File: src/rtl/uart_tx_port.sv
// uart_tx_port: memory-mapped UART transmitter with a 4-entry byte FIFO.
//
// A CPU store (EN) to address TX_ADDR pushes RegData into the FIFO. A
// start/data/stop serialiser drains the FIFO LSB first, 8N1 framing, one
// bit every CLKS_PER_BIT clocks. Frames for queued bytes follow each other
// with no idle gap.
//
// Ports
//   clk      : clock, all state changes on the rising edge
//   rst      : asynchronous active-high reset (aborts frame, flushes FIFO)
//   EN       : store strobe, one cycle per store
//   Address  : store address; only TX_ADDR is decoded
//   RegData  : store data byte
//   TXD      : registered serial output, idle high
//   Busy     : frame in progress or FIFO non-empty
//   Full     : FIFO holds 4 bytes
//   Count    : FIFO occupancy, 0..4
//   Overflow : sticky, set when a store hits a full FIFO; cleared by rst only
module uart_tx_port #(
  parameter int         CLK_FREQ = 50000000,
  parameter int         BAUD     = 115200,
  parameter logic [7:0] TX_ADDR  = 8'hFF
) (
  input  logic       clk,
  input  logic       rst,
  input  logic       EN,
  input  logic [7:0] Address,
  input  logic [7:0] RegData,
  output logic       TXD,
  output logic       Busy,
  output logic       Full,
  output logic [2:0] Count,
  output logic       Overflow
);

  localparam int CLKS_PER_BIT = CLK_FREQ / BAUD;
  localparam int CNT_W = (CLKS_PER_BIT > 1) ? $clog2(CLKS_PER_BIT) : 1;
  localparam logic [CNT_W-1:0] BIT_LAST = CNT_W'(CLKS_PER_BIT - 1);

  // A bit period shorter than two clocks cannot be timed by this counter.
  if (CLKS_PER_BIT < 2) begin : g_baud_check
    $error("uart_tx_port: CLK_FREQ/BAUD must be at least 2");
  end

  typedef enum logic [1:0] {
    S_IDLE,
    S_START,
    S_DATA,
    S_STOP
  } state_t;

  state_t           state_q, state_d;
  logic [CNT_W-1:0] baud_cnt_q, baud_cnt_d;
  logic [2:0]       bit_idx_q, bit_idx_d;
  logic [7:0]       shift_q, shift_d;
  logic             txd_q, txd_d;
  logic [1:0]       wr_ptr_q, wr_ptr_d;
  logic [1:0]       rd_ptr_q, rd_ptr_d;
  logic [2:0]       count_q, count_d;
  logic             overflow_q, overflow_d;
  logic [7:0]       fifo_q [4];
  logic [7:0]       fifo_d [4];

  logic hit;
  logic push;
  logic drop;
  logic pop;
  logic bit_done;

  assign hit      = EN && (Address == TX_ADDR);
  // Fullness is judged on the registered count, so a pop on the same edge
  // does not make room for a store that arrives at a full FIFO.
  assign push     = hit && (count_q != 3'd4);
  assign drop     = hit && (count_q == 3'd4);
  assign bit_done = (baud_cnt_q == BIT_LAST);

  // Only the slot addressed by the write pointer takes the new byte.
  for (genvar gi = 0; gi < 4; gi++) begin : g_fifo
    assign fifo_d[gi] = (push && (wr_ptr_q == 2'(gi))) ? RegData : fifo_q[gi];
  end

  // Serialiser next-state. TXD is computed here and registered, so the line
  // changes on the same edge as the state it belongs to.
  always_comb begin
    state_d    = state_q;
    baud_cnt_d = baud_cnt_q;
    bit_idx_d  = bit_idx_q;
    shift_d    = shift_q;
    txd_d      = txd_q;
    pop        = 1'b0;

    case (state_q)
      S_IDLE: begin
        txd_d      = 1'b1;
        baud_cnt_d = '0;
        if (count_q != 3'd0) begin
          pop     = 1'b1;
          shift_d = fifo_q[rd_ptr_q];
          state_d = S_START;
          txd_d   = 1'b0;
        end
      end

      S_START: begin
        if (bit_done) begin
          baud_cnt_d = '0;
          bit_idx_d  = 3'd0;
          state_d    = S_DATA;
          txd_d      = shift_q[0];
        end else begin
          baud_cnt_d = baud_cnt_q + CNT_W'(1);
        end
      end

      S_DATA: begin
        if (bit_done) begin
          baud_cnt_d = '0;
          if (bit_idx_q == 3'd7) begin
            state_d = S_STOP;
            txd_d   = 1'b1;
          end else begin
            // Shift right so the next bit to send is always in bit 0.
            bit_idx_d = bit_idx_q + 3'd1;
            shift_d   = {1'b0, shift_q[7:1]};
            txd_d     = shift_q[1];
          end
        end else begin
          baud_cnt_d = baud_cnt_q + CNT_W'(1);
        end
      end

      S_STOP: begin
        if (bit_done) begin
          baud_cnt_d = '0;
          if (count_q != 3'd0) begin
            // Chain straight into the next frame without an idle bit.
            pop     = 1'b1;
            shift_d = fifo_q[rd_ptr_q];
            state_d = S_START;
            txd_d   = 1'b0;
          end else begin
            state_d = S_IDLE;
            txd_d   = 1'b1;
          end
        end else begin
          baud_cnt_d = baud_cnt_q + CNT_W'(1);
        end
      end

      default: begin
        state_d    = S_IDLE;
        baud_cnt_d = '0;
        txd_d      = 1'b1;
      end
    endcase
  end

  // FIFO bookkeeping. Pop only happens when count_q is non-zero, so the head
  // entry is always valid, and a simultaneous push and pop keeps the count.
  always_comb begin
    wr_ptr_d   = push ? (wr_ptr_q + 2'd1) : wr_ptr_q;
    rd_ptr_d   = pop  ? (rd_ptr_q + 2'd1) : rd_ptr_q;
    overflow_d = overflow_q | drop;
    count_d    = count_q;
    case ({push, pop})
      2'b10:   count_d = count_q + 3'd1;
      2'b01:   count_d = count_q - 3'd1;
      default: count_d = count_q;
    endcase
  end

  always_ff @(posedge clk or posedge rst) begin
    if (rst) begin
      state_q    <= S_IDLE;
      baud_cnt_q <= '0;
      bit_idx_q  <= 3'd0;
      shift_q    <= 8'h00;
      txd_q      <= 1'b1;
      wr_ptr_q   <= 2'd0;
      rd_ptr_q   <= 2'd0;
      count_q    <= 3'd0;
      overflow_q <= 1'b0;
      for (int i = 0; i < 4; i++) begin
        fifo_q[i] <= 8'h00;
      end
    end else begin
      state_q    <= state_d;
      baud_cnt_q <= baud_cnt_d;
      bit_idx_q  <= bit_idx_d;
      shift_q    <= shift_d;
      txd_q      <= txd_d;
      wr_ptr_q   <= wr_ptr_d;
      rd_ptr_q   <= rd_ptr_d;
      count_q    <= count_d;
      overflow_q <= overflow_d;
      fifo_q     <= fifo_d;
    end
  end

  assign TXD      = txd_q;
  assign Busy     = (state_q != S_IDLE) || (count_q != 3'd0);
  assign Full     = (count_q == 3'd4);
  assign Count    = count_q;
  assign Overflow = overflow_q;

endmodule

File: config.mk
export PLATFORM = sky130hd
export DESIGN_NAME = uart_tx_port
export DESIGN_NICKNAME = d
export VERILOG_FILES = /design/src/rtl/uart_tx_port.sv
export SDC_FILE = /design/constraint.sdc
export NUM_CORES = 1
export LEC_CHECK = 0
export BUFFER_PORTS_ARGS = -buffer_cell sky130_fd_sc_hd__buf_4
export CAP_MARGIN = 20
export CORE_MARGIN = 1.5
export CORE_UTILIZATION = 50
export CTS_CLUSTER_SIZE = 12
export DETAILED_ROUTE_END_ITERATION = 10
export GPL_ROUTABILITY_DRIVEN = 0
export PLACE_DENSITY = 0.71
export SLEW_MARGIN = 20
export SYNTH_ARGS = -nofsm -noshare
export SYNTH_HDL_FRONTEND = slang
export SYNTH_SLANG_ARGS = --single-unit
File: constraint.sdc
create_clock -name clk -period 2.2 [get_ports clk]
set_input_delay 0.33 -clock clk [delete_from_list [all_inputs] [get_ports clk]]
set_output_delay 0.33 -clock clk [all_outputs]
set_load 0.05 [all_outputs]
==> impl_metrics.py, run 1 <==
metrics = {
    "sta": {
        "hold_violations": 0,
        "setup_viol_count_final": 1,
        "worst_slack_ns": -0.113,
        "fin_crit_ns": 2.31,
        "rsz0062_at_grt": "true",
        "tightest_slew_ns": 0.757,
        "max_slew_margin_pct": 49.6,
        "drv_slew": 0,
        "max_freq_mhz": 432,
        "period_share_pct": 105,
        "clock_skew_ns": 0.00804,
    },
    "power_and_ir_drop": {
        "leakage_nw": 1.92,
        "cellPowerDensity_mw_per_mm2": 1170,
        "ir_drop_mv": 0.736,
    },
    "critical_path": {
        "worstPathArrival_ns": 2.57,
        "worstSetupEndpointType": "flip-flop",
        "crit_required_ns": 2.46,
        "crit_family": "adder cells",
        "path_depth": 11,
        "reg2regPathDepth": 11,
        "cp-start-kind": "flip-flop",
        "criticalPathCategory": "flip-flop to flip-flop",
        "crit_chain": "inv_1 -> ha_1 -> and4b_2 -> a31oi_4 -> nor3_4 -> ha_2 -> inv_1 -> fa_2 -> xor2_1 -> nor2_1 -> xor2_1",
        "crit_fanout": 2,
        "cpPeakStageDelay_ns": 0.38,
        "path_buf_inv": 2,
        "slowest_stage": "dfrtp_1",
    },
    "synthesis": {
        "synth_top_area_cell": "dfrtp_1",
        "syn_nets": 294,
        "synth_commonest_cells": "dfrtp_1, mux2_2, nand2_1",
        "synth_seq_cells": 63,
        "ys_warn_count": 0,
        "synthTopCellsByArea": "dfrtp_1, mux2_2, ha_1",
        "synth_seq_area_share_pct": 49.9,
        "synth.most_common_cell": "dfrtp_1",
        "synth-main-ff-cell": "dfrtp_1",
        "synth_edf_count": 0,
        "yosys.area.top_type_share_pct": 49.1,
        "netlist_instances": 259,
        "syn_area_per_cell_sq_um": 12.2,
        "ys_types": 43,
        "syn_area_sq_mm": 0.00316,
        "async_flop_share_pct": 100,
    },
    "clock_network": {
        "cts_tree": "built",
        "cts_made_buffers": 9,
        "cts_sinks": 63,
        "root_buffer": "clkbuf_8",
        "cts.clk_slew.worst_paths_ns": 0.07,
        "clkLatencyLatePin_ns": 0.34,
        "cts.path.max_buffers": 2,
        "cts-htree-levels": 3,
    },
    "floorplan": {
        "io_pins": 26,
        "dieHeight_um": 82.5,
        "dieArea_sq_mm": 0.00681,
        "core_sq_mm": 0.00603,
        "die_w_um": 82.5,
        "start_util_pct": 52.5,
        "rows": 28,
    },
    "worst_hold_path": {
        "hold_path.class": "input port to flip-flop",
        "min_path_cells": 2,
    },
    "routing": {
        "dr.pass1.iters": 4,
        "num_vias": 2105,
        "wire_per_inst_um": 15.2,
        "wl_um": 5940,
        "viasPerCell": 5.40,
        "drc": 0,
        "antenna_left": 0,
        "drt_iter0_drc": 120,
    },
    "placed_design": {
        "dp_hpwl_um": 4140,
        "portBuffers": 25,
        "place_worst_setup_slack_ns": -0.0679,
        "dp_cells": 371,
        "place_area_sq_mm": 0.00358,
    },
    "global_route": {
        "grt_usage_pct": 20.6,
        "grt_max_degree": 47,
        "grt_antenna_before_repair": 0,
        "grt_pass1_wl_um": 10300,
        "overflow": 0,
        "grt_pass1_vias": 2231,
    },
    "layout": {
        "final_nets": 345,
        "post_route_cells_drive_above_1_share_pct": 42.2,
        "syn_to_final_growth_pct": 21.9,
        "final_cells": 390,
        "final_area_sq_mm": 0.00385,
        "insertedDiodeCount": 0,
    },
    "flow_run": {
        "max_cap_viol_count": 0,
    },
    "outcome": {
        "outcome": "complete, but fails checks",
        "violations": "negative setup slack",
    },
}
## cells in the final DEF, fill, tap and decap left out, drive strengths merged, types with 3 or more instances in the layout
master | Yosys | final
a22o | 3 | 3
buf | 4 | 47
clkbuf | 4 | 9
clkinv | 0 | 4
dfrtp | 62 | 62
ha | 15 | 15
inv | 15 | 15
mux2 | 46 | 46
mux2i | 9 | 9
nand2 | 21 | 21
nand3 | 6 | 6
nor2 | 15 | 15
nor3 | 4 | 4
o21ai | 6 | 6
o221a | 6 | 6
xnor2 | 7 | 7
xor2 | 6 | 6
## worst paths after layout
check,from,endpoint,slack (ns)
min reg2reg,Overflow$_DFF_PP0_,Overflow$_DFF_PP0_,0.47
max,baud_cnt_q[1]$_DFF_PP0_,Count[2]$_DFFE_PP0P_,-0.11
max in group asynchronous,rst,TXD$_DFFE_PP1P_,1.06
min in group asynchronous,rst,fifo_q[19]$_DFFE_PP0P_,0.53
min,RegData[4],fifo_q[20]$_DFFE_PP0P_,0.23
max reg2reg,baud_cnt_q[1]$_DFF_PP0_,Count[2]$_DFFE_PP0P_,-0.11
## metrics by stage
| stage | hold WS, ns | util (%) | TNS (ns) | total power, mW |
|---|---|---|---|---|
| 2_1_floorplan | 0.462 | - | -0.294 | 2.78 |
| 3_3_place_gp | 0.339 | 59.5 | 0 | 3.31 |
| 3_5_place_dp | 0.346 | 59.5 | -0.0679 | 3.35 |
| 4_1_cts | 0.217 | 63.2 | -0.0523 | 4.47 |
| 5_1_grt | 0.222 | 64.0 | -0.341 | 4.81 |
| 6_report | 0.228 | 64.0 | -0.113 | 4.51 |
## logic make-up after synthesis
| logic type | count (synthesis) | share of synthesized area, % |
|---|---|---|
| DFF | 63 | 49.9 |
| and+or+nand+nor | 59 | 9.70 |
| muxes | 56 | 20.0 |
| AOI/OAI and AO/OA | 29 | 7.36 |
| buffers and inverters | 23 | 2.89 |
| adders and majority gates | 16 | 6.57 |
| xor gates and xnor gates | 13 | 3.60 |
## where the power goes
part / switching, mW / total [mW] / internal [mW]
combinational: 0.922 / 1.83 / 0.912
clock: 0.464 / 1.09 / 0.629
sequential: 0.221 / 1.58 / 1.36
## routing by layer
layer | track usage (%) | vias to the layer above | routed length (um) | share of wire [%]
met5 | 0 | - | 0 | 0
met4 | 9.83 | 0 | 124 | 2.1
met3 | 3.96 | 10 | 106 | 1.8
met2 | 35.1 | 17 | 3050 | 51
met1 | 25.0 | 1058 | 2660 | 45
li1 | - | 1020 | - | -
## final cells by class
| class | instances | area (sq um) |
|---|---|---|
| Fill cell | 470 | 2170 |
| Multi-Input combinational cell | 173 | 1540 |
| Clock inverter | 7 | 87.6 |
| Inverter | 15 | 56.3 |
| Tap cell | 75 | 93.8 |
| Timing Repair Buffer | 48 | 375 |
| Sequential cell | 63 | 1580 |
| Clock buffer | 9 | 124 |
## repair_timing
item                                    in CTS  in global routing
hold buffers                                 1                  0
buffers inserted                             0                  2
pin swaps                                    0                  6
hold endpoints to repair                    17                  0
resized for setup                            1                  6
gates cloned                                 0                  0
endpoints found under the setup margin       1                  2
## state kept, by name, indices dropped and copies added (netlist names)
name        cells
fifo_q         32
baud_cnt_q      9
shift_q         8
Count           3
bit_idx_q       3
rd_ptr_q        2
state_q         2
wr_ptr_q        2
Overflow        1
TXD             1
Note: power is estimated with default switching activity, not from simulation.
==> run 2, diff against run 1 <==
SETUP_SLACK_MARGIN = 0.1   (was default)
==> impl_metrics.py, run 2 (same netlist as run 1, synthesis figures left out) <==
metrics = {
    "clock_network": {
        "cts.path.max_buffers": 2,
        "clkLatencyLatePin_ns": 0.34,
        "cts-htree-levels": 3,
        "root_buffer": "clkbuf_8",
        "cts.clk_slew.worst_paths_ns": 0.07,
        "cts_tree": "built",
        "cts_sinks": 63,
        "cts_made_buffers": 9,
    },
    "layout": {
        "final_nets": 345,
        "mostFrequentLayoutCell": "dfrtp_1",
        "final_cell_mix": "dfrtp_1, buf_4, mux2_2, nand2_1, nor2_1",
        "seq_area_sq_mm": 0.00158,
        "final_cells": 390,
        "regMostFlops": "fifo_q",
        "multi_input_area_sq_mm": 0.00155,
        "fillers": 468,
        "insertedDiodeCount": 0,
        "syn_to_final_growth_pct": 22.3,
        "top_regs": "fifo_q (32), baud_cnt_q (9), shift_q (8)",
        "post_route_cells_drive_above_1_share_pct": 42.9,
        "largest_register_ffs": 32,
    },
    "global_route": {
        "grt_antenna_before_repair": 0,
        "grt_pass1_wl_um": 10300,
        "grt_usage_pct": 20.6,
        "grt_pass1_vias": 2231,
        "overflow": 0,
        "grt_max_degree": 47,
    },
    "sta": {
        "tightest_slew_ns": 0.756,
        "setup_viol_count_final": 1,
        "hold_violations": 0,
        "fin_crit_ns": 2.31,
        "max_slew_margin_pct": 49.6,
        "max_freq_mhz": 433,
        "period_share_pct": 105,
        "drv_slew": 0,
        "worst_slack_ns": -0.112,
        "clock_skew_ns": 0.00835,
        "rsz0062_at_grt": "true",
    },
    "floorplan": {
        "start_util_pct": 52.5,
        "io_pins": 26,
        "core_sq_mm": 0.00603,
        "rows": 28,
        "die_w_um": 82.5,
        "dieHeight_um": 82.5,
        "dieArea_sq_mm": 0.00681,
    },
    "power_and_ir_drop": {
        "ir_drop_mv": 0.737,
        "leakage_nw": 1.93,
        "cellPowerDensity_mw_per_mm2": 1170,
    },
    "placed_design": {
        "portBuffers": 25,
        "place_worst_setup_slack_ns": -0.0679,
        "dp_hpwl_um": 4140,
        "dp_cells": 371,
    },
    "critical_path": {
        "reg2regPathDepth": 11,
        "criticalPathCategory": "flip-flop to flip-flop",
        "worstPathArrival_ns": 2.57,
        "worstSetupEndpointType": "flip-flop",
        "r2r_slack_ns": -0.11,
        "crit_required_ns": 2.46,
        "r2r_end": "Count[2]$_DFFE_PP0P_",
        "r2r-start": "baud_cnt_q[1]$_DFF_PP0_",
        "cp-endpoint": "Count[2]$_DFFE_PP0P_",
        "cp-start-kind": "flip-flop",
        "critPathLaunch": "baud_cnt_q[1]$_DFF_PP0_",
        "crit_fanout": 2,
    },
    "routing": {
        "antenna_left": 0,
        "met2_length_um": 3100,
        "dr.pass1.iters": 4,
        "wl_um": 5960,
        "drt_iter0_drc": 116,
        "drt-met1-wl_um": 2630,
        "num_vias": 2099,
        "dr.max_layer_used": "met4",
        "wire_per_inst_um": 15.3,
        "dr_wl_met3_um": 124,
        "drc": 0,
        "viasPerCell": 5.38,
    },
    "worst_hold_path": {
        "hold_path.class": "input port to flip-flop",
    },
    "flow_run": {
        "max_cap_viol_count": 0,
    },
    "outcome": {
        "outcome": "complete, but fails checks",
        "violations": "negative setup slack",
    },
}
## run 2: cell counts in the layout (fill, tap and decap cells not counted)
No cell type changed its count.
## run 2: cell type report
cell class,instances,area share (%)
multi-input cells,173,40.0
clock buffers,9,3.20
well taps,75,2.43
flip-flops and latches,63,40.9
clock inverters,7,2.27
repair buffers,48,9.71
inverters,15,1.46
## run 2: routing by layer
| metal | GRT usage, % | vias to the layer above |
|---|---|---|
| met1 | 25.0 | 1047 |
| met4 | 9.83 | 0 |
| met3 | 3.96 | 9 |
| met5 | 0 | - |
| li1 | - | 1020 |
| met2 | 35.1 | 23 |
## run 2: worst min-delay path by stage
stage          cells after the start                      to  slack, ns  startpoint
2_1_floorplan                      1  fifo_q[20]$_DFFE_PP0P_       0.46  RegData[4]
3_3_place_gp                       2  fifo_q[23]$_DFFE_PP0P_       0.34         rst
3_5_place_dp                       2  fifo_q[23]$_DFFE_PP0P_       0.35         rst
4_1_cts                            2  fifo_q[20]$_DFFE_PP0P_       0.22  RegData[4]
5_1_grt                            2  fifo_q[20]$_DFFE_PP0P_       0.22  RegData[4]
6_report                           2  fifo_q[20]$_DFFE_PP0P_       0.23  RegData[4]
## run 2: worst max-delay path: stages (launching register included)
cell and delay (ns):
dfrtp_1 0.38, inv_1 0.06, ha_1 0.12, and4b_2 0.27, a31oi_4 0.11, nor3_4 0.24, ha_2 0.21, inv_1 0.05
fa_2 0.34, xor2_1 0.15, nor2_1 0.13, xor2_1 0.17
## run 2: per-stage QoR
stage	power, mW	TNS, ns	util, %	hold slack (ns)	instance area, sq um
after floorplan	2.78	-0.294	-	0.462	3180
after detailed placement	3.35	-0.0679	59.5	0.346	3580
after global placement	3.31	0	59.5	0.339	3580
final	4.54	-0.112	64.1	0.229	3860
after CTS	4.47	-0.0523	63.2	0.217	3810
after global routing	4.84	-0.341	64.1	0.222	3860
## run 2: what timing repair did
| action | in CTS | in global routing |
|---|---|---|
| hold buffers | 1 | 0 |
| pin swaps | 0 | 6 |
| hold endpoints to repair | 17 | 0 |
| resized for setup | 1 | 8 |
| cloned | 0 | 0 |
| setup buffers | 0 | 2 |
| endpoints found under the setup margin | 2 | 3 |
## run 2: power by group
| part | total (mW) | leakage (nW) | switching (mW) | internal, mW |
|---|---|---|---|---|
| sequential | 1.59 | 0.832 | 0.225 | 1.36 |
| clock | 1.09 | 0.109 | 0.463 | 0.629 |
| combinational | 1.85 | 0.985 | 0.936 | 0.919 |
==> run 3, diff against run 2 <==
ABC_AREA = 1   (was default)
==> impl_metrics.py, run 3 <==
metrics = {
    "global_route": {
        "overflow": 0,
        "grt_usage_pct": 22.5,
        "grt_max_degree": 64,
        "grt_antenna_before_repair": 0,
        "grt_pass1_wl_um": 12600,
        "grt_pass1_vias": 2757,
    },
    "clock_network": {
        "postCtsHoldBufs": 0,
        "cts.clk_slew.worst_paths_ns": 0.07,
        "cts_sinks": 63,
        "cts-htree-levels": 3,
        "cts_tree": "built",
        "cts_made_buffers": 9,
        "clkLatencyLatePin_ns": 0.35,
        "cts.path.max_buffers": 2,
        "root_buffer": "clkbuf_8",
    },
    "outcome": {
        "violations": "design-rule violations",
        "outcome": "complete, but fails checks",
    },
    "placed_design": {
        "portBuffers": 25,
        "place_worst_setup_slack_ns": 0.0208,
        "dp_cells": 530,
        "dp_hpwl_um": 5110,
    },
    "critical_path": {
        "cp-start-kind": "flip-flop",
        "criticalPathCategory": "flip-flop to flip-flop",
        "r2r-start": "state_q[0]$_DFFE_PP0P_",
        "crit_required_ns": 2.43,
        "r2r_end": "Count[2]$_DFFE_PP0P_",
        "r2r_slack_ns": 0.08,
        "worstSetupEndpointType": "flip-flop",
        "crit_fanout": 3,
        "worstPathArrival_ns": 2.36,
        "reg2regPathDepth": 13,
    },
    "synthesis": {
        "synth.most_common_cell": "nand2_1",
        "synth_fa_ha_area_share_pct": 6.16,
        "synth-compound-area-share_pct": 3.15,
        "ys_warn_count": 0,
        "ys_types": 28,
        "netlist_instances": 432,
        "synth_commonest_cells": "nand2_1, nand3_1, dfrtp_1, inv_1, nor2_1",
        "yosys.area.top_type_share_pct": 46.0,
        "synth_seq_cells": 63,
        "syn_nets": 467,
        "synth-main-ff-cell": "dfrtp_1",
        "async_flop_share_pct": 100,
        "synth_top_area_cell": "dfrtp_1",
        "syn_area_sq_mm": 0.00337,
        "synthTopCellsByArea": "dfrtp_1, nand2_1, nand3_1",
        "synth_top_family_by_area": "simple AND/OR/NAND/NOR gates",
        "synth_mux_area_share_pct": 0,
        "synth-simple-area-share_pct": 35.8,
        "syn_area_per_cell_sq_um": 7.81,
        "synth_seq_area_share_pct": 46.8,
        "synth_edf_count": 0,
        "synthXorXnorAreaFrac_pct": 1.56,
    },
    "sta": {
        "worst_slack_ns": 0.0751,
        "drv_slew": 0,
        "setup_viol_count_final": 0,
        "tns_ns": 0,
        "max_slew_margin_pct": 67.0,
        "fin_crit_ns": 2.12,
        "clock_skew_ns": 0.0102,
        "rsz0062_at_grt": "true",
        "max_freq_mhz": 471,
        "period_share_pct": 96.6,
        "tightest_slew_ns": 0.494,
        "worst_hold_slack_ns": 0.0453,
        "hold_violations": 0,
    },
    "layout": {
        "largest_register_ffs": 32,
        "post_route_cells_drive_above_1_share_pct": 19.0,
        "mostFrequentLayoutCell": "nand2_1",
        "seq_area_sq_mm": 0.00158,
        "final_cells": 551,
        "final_cell_mix": "nand2_1, nand3_1, dfrtp_1, buf_4, inv_1",
        "final_nets": 504,
        "syn_to_final_growth_pct": 15.7,
        "multi_input_area_sq_mm": 0.00160,
        "insertedDiodeCount": 0,
        "fillers": 577,
        "regMostFlops": "fifo_q",
        "top_regs": "fifo_q (32), baud_cnt_q (9), shift_q (8)",
    },
    "routing": {
        "num_vias": 2815,
        "wire_per_inst_um": 13.1,
        "drt_iter0_drc": 91,
        "dr.pass1.iters": 7,
        "viasPerCell": 5.11,
        "wl_um": 7240,
        "antenna_left": 0,
        "drc": 1,
    },
    "floorplan": {
        "core_sq_mm": 0.00642,
        "io_pins": 26,
        "dieArea_sq_mm": 0.00725,
        "rows": 29,
        "dieHeight_um": 85.1,
        "die_w_um": 85.1,
        "start_util_pct": 52.5,
    },
    "power_and_ir_drop": {
        "ir_drop_mv": 0.510,
        "cellPowerDensity_mw_per_mm2": 563,
        "leakage_nw": 2.16,
        "power_mw": 2.20,
    },
    "flow_run": {
        "max_cap_viol_count": 0,
    },
    "worst_hold_path": {
        "hold_path.class": "input port to asynchronous set/reset pin",
    },
}
[run 3: changes by cell type in the layout (fill, tap and decap cells not counted), moves of 8 or more]
cell	previous run	this run
mux2_2	44	0
buf_4	46	38
nand2_1	17	172
mux2i_1	9	0
inv_1	14	27
nand3_1	6	70
[run 3: worst max path at each step]
| stage | startpoint | endpoint | slack [ns] |
|---|---|---|---|
| detailed placement | state_q[0]$_DFFE_PP0P_ | Count[2]$_DFFE_PP0P_ | 0.02 |
| finish | state_q[0]$_DFFE_PP0P_ | Count[2]$_DFFE_PP0P_ | 0.08 |
| floorplan | state_q[0]$_DFFE_PP0P_ | Count[2]$_DFFE_PP0P_ | 0.12 |
| global placement | state_q[0]$_DFFE_PP0P_ | Count[2]$_DFFE_PP0P_ | 0.11 |
| CTS | state_q[0]$_DFFE_PP0P_ | Count[2]$_DFFE_PP0P_ | 0.10 |
| global route | state_q[0]$_DFFE_PP0P_ | Count[2]$_DFFE_PP0P_ | -0.06 |
[run 3: cell families after synthesis]
group | after synthesis
simple gates | 280
buf+inv | 49
compound gates | 18
xor+xnor | 6
flops | 63
fa+ha+maj | 16
[run 3: layout make-up]
type | count | area share [%]
timing repair buffer | 40 | 8.34
sequential | 63 | 40.5
clock inverter | 7 | 1.03
tap | 77 | 2.47
inverter | 35 | 3.37
multi-input combinational | 320 | 41.1
clock buffer | 9 | 3.17
[run 3: worst max-delay path, stage by stage (launching register included)]
cell and delay [ns]:
dfrtp_1 0.40, inv_2 0.09, ha_4 0.21, inv_2 0.05
nand2_2 0.05, nor2_2 0.14, nand2_2 0.08, inv_2 0.06
ha_2 0.16, inv_2 0.05, fa_2 0.37, a21oi_2 0.12
o21ai_1 0.08, xor2_1 0.14
[run 3: timing repair]
action | in CTS | in global routing
endpoints found under the hold margin | 0 | 0
pin swaps | 1 | 3
setup endpoints to repair | 1 | 7
gates resized for setup | 0 | 8
setup buffers | 3 | 2
[run 3: through the flow]
| step | area (sq um) | utilization, % |
|---|---|---|
| after CTS | 3870 | 60.3 |
| after global routing | 3900 | 60.8 |
| after floorplan | 3390 | - |
| after detailed placement | 3690 | 57.4 |
| after global placement | 3690 | 57.4 |
| final | 3900 | 60.8 |
[run 3: where the power goes]
part           switching [mW]  internal (mW)
Combinational          0.0976         0.0515
Clock                   0.464          0.397
Sequential             0.0129           1.17
[run 3: routing by layer]
metal	part of all wire [%]	track usage, %	vias to the layer above
met5	0	0	-
met4	1.0	6.86	0
met1	46	28.7	1332
met3	3.8	5.74	6
li1	-	-	1436
met2	50	37.8	41
